File: src/rtl/pc_stack.sv
// Program counter with an edge-qualified call/return stack.
// Supplies the next fetch address and records return addresses for nested calls.
module pc_stack #(
  parameter int W     = 16,
  parameter int DEPTH = 8
) (
  input  logic                     clk,
  input  logic                     init,
  input  logic                     rst,
  input  logic                     hlt,
  input  logic                     wrpc,
  input  logic                     jump,
  input  logic                     prefix,
  input  logic                     ch,
  input  logic                     ret,
  input  logic [W-1:0]             alu_y,
  input  logic [W-1:0]             reg_a,
  input  logic [W-1:0]             imm,
  output logic [W-1:0]             pc,
  output logic [$clog2(DEPTH):0]   depth,
  output logic                     stk_ovf,
  output logic                     stk_unf
);

  localparam int AW = $clog2(DEPTH);
  localparam int DW = AW + 1;
  localparam logic [DW-1:0] FULL = DW'(DEPTH);

  typedef enum logic [1:0] {
    PC_HOLD,
    PC_SEQ,
    PC_JMP,
    PC_RET
  } pc_src_e;

  logic [W-1:0]    stack [DEPTH];
  logic [W-1:0]    ret_tgt;
  logic            ch_d;
  logic            ret_d;
  logic            push;
  logic            pop;
  logic            full;
  logic            empty;
  logic            stack_we;
  logic [AW-1:0]   wr_idx;
  logic [AW-1:0]   top_idx;
  pc_src_e         pc_src;
  logic [W-1:0]    pc_next;

  // Strobes from the control unit may stay high for several cycles; act on the rising edge only.
  assign push  = ch & ~ch_d;
  assign pop   = ret & ~ret_d;
  assign full  = (depth == FULL);
  assign empty = (depth == '0);

  assign wr_idx  = depth[AW-1:0];
  assign top_idx = AW'(depth - DW'(1));

  // A simultaneous push and pop cancels out, so only a lone push writes memory.
  assign stack_we = ~init & ~hlt & ~rst & push & ~pop & ~full;

  always_comb begin
    // NOTE: every always_comb output gets a default first so no path infers a latch.
    pc_src = PC_HOLD;
    if (wrpc) begin
      if (!jump)    pc_src = PC_SEQ;
      else if (ret) pc_src = PC_RET;
      else          pc_src = PC_JMP;
    end
  end

  always_comb begin
    pc_next = pc;
    unique case (pc_src)
      PC_SEQ:  pc_next = alu_y;
      PC_JMP:  pc_next = prefix ? imm : reg_a;
      PC_RET:  pc_next = ret_tgt;
      default: pc_next = pc;
    endcase
  end

  // NOTE: sequential state uses non-blocking assignments so every register samples pre-edge values.
  always_ff @(posedge clk) begin
    if (init) begin
      pc      <= '0;
      depth   <= '0;
      stk_ovf <= 1'b0;
      stk_unf <= 1'b0;
      ret_tgt <= '0;
      ch_d    <= 1'b0;
      ret_d   <= 1'b0;
    end else if (!hlt) begin
      ch_d  <= ch;
      ret_d <= ret;
      if (rst) begin
        pc      <= '0;
        depth   <= '0;
        stk_ovf <= 1'b0;
        stk_unf <= 1'b0;
      end else begin
        pc <= pc_next;
        if (push && pop) begin
          ret_tgt <= pc;
        end else if (push) begin
          if (full) stk_ovf <= 1'b1;
          else      depth   <= depth + DW'(1);
        end else if (pop) begin
          if (empty) begin
            ret_tgt <= pc;
            stk_unf <= 1'b1;
          end else begin
            ret_tgt <= stack[top_idx];
            depth   <= depth - DW'(1);
          end
        end
      end
    end
  end

  // NOTE: stack storage has no reset; entries at or above depth are never read.
  always_ff @(posedge clk) begin
    if (stack_we) stack[wr_idx] <= pc;
  end

endmodule

File: config.mk
export PLATFORM = sky130hd
export DESIGN_NAME = pc_stack
export DESIGN_NICKNAME = d
export VERILOG_FILES = /design/src/rtl/pc_stack.sv
export SDC_FILE = /design/constraint.sdc
export NUM_CORES = 1
export LEC_CHECK = 0
export CORE_MARGIN = 8
export CORE_UTILIZATION = 45
export DETAILED_ROUTE_END_ITERATION = 8
export GPL_TIMING_DRIVEN = 0
export PLACE_DENSITY = 0.66
export SLEW_MARGIN = 10
export SYNTH_ARGS = -nofsm -noshare
export SYNTH_HDL_FRONTEND = slang
export SYNTH_SLANG_ARGS = --single-unit
File: constraint.sdc
create_clock -name clk -period 8.1 [get_ports clk]
set_input_delay 1.215 -clock clk [delete_from_list [all_inputs] [get_ports clk]]
set_output_delay 1.215 -clock clk [all_outputs]
set_load 0.05 [all_outputs]
==> impl_metrics.tcl <==
set metrics [dict create \
    synth_top_cells_by_area "edfxtp_1 56%, dfxtp_1 12%, mux4_2 10%, mux2i_1 7.5%, o2bb2ai_1 2.0%" \
    synth_ff_type "edfxtp_1" \
    yosys_register_bits 168 \
    setup_violations 0 \
    worst-path-stages 7 \
    synth_cell_types 37 \
    drv_cap 0 \
    cts_tree "built" \
    worst-path-buf-inv 3 \
    nets 588 \
    critPathMaxFanout 7 \
    design.core.area_um2 15090 \
    wirelength_mm 17.19 \
    synth_top_area_share_pct 55.63 \
    hold_path_class "flop to flop" \
    power_w 0.001916 \
    cts_buffers 17 \
    first_pass_iters 5 \
    syn-instance-count 426 \
    grt_overflow_total 0 \
    initialDrtViolationCount 347 \
    avgSynthCellArea_um2 16.22 \
    combPwrFrac_pct 8.8 \
    crit_arrival_ns 3.63 \
    wire_per_inst_um 23.55 \
    area_growth_pct 25.35 \
    rsz0062_at_grt "false" \
    yosys.area.top_type "edfxtp_1" \
    seqPwrFrac_pct 48.9 \
    holdBufCountCts 0 \
    hpwl_mm 11.62 \
    finalHoldViolCount 0 \
    startpoint_type "input pin" \
    swShare_pct 21.43 \
    critPathRequiredTime_ns 8.23 \
    htree_levels 4 \
    layout-drive-gt1-share_pct 18.08 \
    whs_ns 0.4526 \
    post-route-min-period_ns 3.499 \
    status "completed" \
    dieArea_um2 19570 \
    cts.sinks 168 \
    async_reset_ff_share_pct 0 \
    antenna_found_initial 0 \
    initial_core_util_pct 45.79 \
    maxSlewViolCount 0 \
    tns_ns 0 \
    max_slew_margin_pct 42.07 \
    track_usage_pct 18.22 \
    vias_per_cell 5.832 \
    antenna_left 0 \
    skew_ns 0.005824 \
    regToRegEndpoint "stack[0][11]" \
    power.switching_w 0.0004104 \
    final_util_pct 57.40 \
    n_antenna_cell 0 \
    cp_common_cell "buf_6" \
    seq_area_frac_synth_pct 67.22 \
    synth_edf_count 128 \
    clk_latency_ns 0.42 \
    cts-resized-gates 0 \
    clkPwrFrac_pct 42.3 \
    yosys_warnings 0 \
    fillCellCount 1200 \
    grt_pass1_vias 4362 \
    synthesis.area_um2 6909 \
    crit_family "simple AND/OR/NAND/NOR gates" \
    worstPathCellList "clkdlybuf4s50_1 -> nand2b_1 -> nor3_1 -> nand3_1 -> nor3_2 -> buf_6 -> buf_6" \
    timing.rr.start "depth[0]" \
    vias 4257 \
    tightest_slew_ns 0.8689 \
    intPower_w 0.001505 \
    io_pins 79 \
    leakage_nw 3.001 \
    reg2reg_depth 9 \
    syn_nets 485 \
    gp_congestion 0.7952 \
    die_y_um 139.9 \
    vdd_drop_max_uv 157.5 \
    numPortBuffers 74 \
    dp.cells 698 \
    die_width_um 139.9 \
    endpoint "stack[0][11]" \
    critPathSlowestCell "nor3_2" \
    worstSetupPathType "input pin to flop" \
    grt_pass1_wl_mm 26.32 \
    fmax_ghz 0.2858 \
    fin_crit_sh_pct 43.19 \
    startpoint "ch" \
    cpPeakStageDelay_ns 0.56 \
    reg2reg_setup_slack_ns 4.93 \
    drcViolationCount 0 \
    yosysMostFrequentCell "edfxtp_1" \
    post_cts_buffers 0 \
    worst_setup_path_end_kind "flop" \
    clk_pin_slew_ns 0.06 \
    p_per_area_nw_per_um2 221.2 \
    synth_common_cells "128 x edfxtp_1, 52 x mux2i_1, 40 x dfxtp_1" \
    final_cells 730 \
    rows 45 \
    root_buffer "clkbuf_16" \
    grt_max_degree 17 \
    cts_buffer_depth 2 \
]
[worst register-to-register path: cells and delay by family (launching register included)]
kind | cells | cell delay, ns
AND/OR/NAND/NOR | 4 | 1.48
buffers and inverters | 4 | 0.76
flip-flops | 1 | 0.36
adder cells (fa/ha/maj) | 1 | 0.29
[state kept, by name, indices dropped and copies added, names as in the netlist]
signal,count
stk_unf,1
ret_tgt,16
stk_ovf,1
pc,16
ret_d,1
depth,4
stack,128
ch_d,1
[worst min path at each step]
| stage | startpoint | endpoint | slack (ns) | depth (start not counted) |
|---|---|---|---|---|
| CTS | stk_ovf | stk_ovf | 0.46 | 2 |
| global route | stk_ovf | stk_ovf | 0.47 | 2 |
| detailed placement | stk_ovf | stk_ovf | 0.45 | 2 |
| floorplan | ret_tgt[0] | ret_tgt[0] | 0.45 | 2 |
| finish | stk_ovf | stk_ovf | 0.45 | 2 |
| global placement | stk_ovf | stk_ovf | 0.45 | 2 |
[placed cells by master (no fill, tap or decap), types with 5 or more instances in the layout]
master           Yosys  layout
o2bb2ai_1           16      16
nand2b_1             5       5
clkbuf_16            0      18
edfxtp_1           128     128
buf_2               11      11
o21ai_1             10      10
mux4_2              32      32
clkbuf_1            13      15
a22oi_1             16      16
clkdlybuf4s50_1      0      74
clkbuf_8             0       7
buf_6                0       6
mux2i_1             52      52
nand2_1             23      23
nor2_2               0       6
o21ai_0             23      23
dfxtp_1             40      40
nor2_1              13       7
[area by class of cell]
type,count,area [um2],share of cell area (%)
sequential,168,4644,53.63
multi-input combinational,228,2156,24.89
timing repair buffer,84,880.8,10.17
clock buffer,27,554.3,6.400
tap,188,235.2,2.716
buffer,26,118.9,1.372
clock inverter,5,56.30,0.6501
inverter,4,15.01,0.1734
[power groups by stage]
stage | logic, W | clock network (W) | registers (W)
after detailed placement | 0.000170 | 0 | 0.000954
after global placement | 0.000167 | 0 | 0.000954
after CTS | 0.000170 | 0.000823 | 0.000936
final | 0.000169 | 0.000811 | 0.000936
after floorplan | 0.0000916 | 0 | 0.000964
after global routing | 0.000180 | 0.000860 | 0.000937
[logic make-up after synthesis]
group | share of synthesized area, %
buffers and inverters | 1.938
DFF | 67.22
AOI/OAI and AO/OA | 7.860
xor gates and xnor gates | 0.3623
and+or+nand+nor | 4.129
adders and majority gates | 0.3621
muxes | 18.13
[per-layer routing]
| metal | track usage (%) | routed length (um) |
|---|---|---|
| met5 | 0 | 0 |
| met4 | 6.686 | 265 |
| met3 | 4.825 | 1199 |
| met2 | 28.61 | 8193 |
| met1 | 23.91 | 7536 |
[per-stage QoR]
| stage | instance area (um2) | worst slack, ns |
|---|---|---|
| 2_1_floorplan | 6909 | 4.568 |
| 3_3_place_gp | 7885 | 2.602 |
| 3_5_place_dp | 8050 | 4.191 |
| 4_1_cts | 8661 | 4.613 |
| 5_1_grt | 8661 | 4.426 |
| 6_report | 8661 | 4.601 |
(Power assumes the default switching activity.)
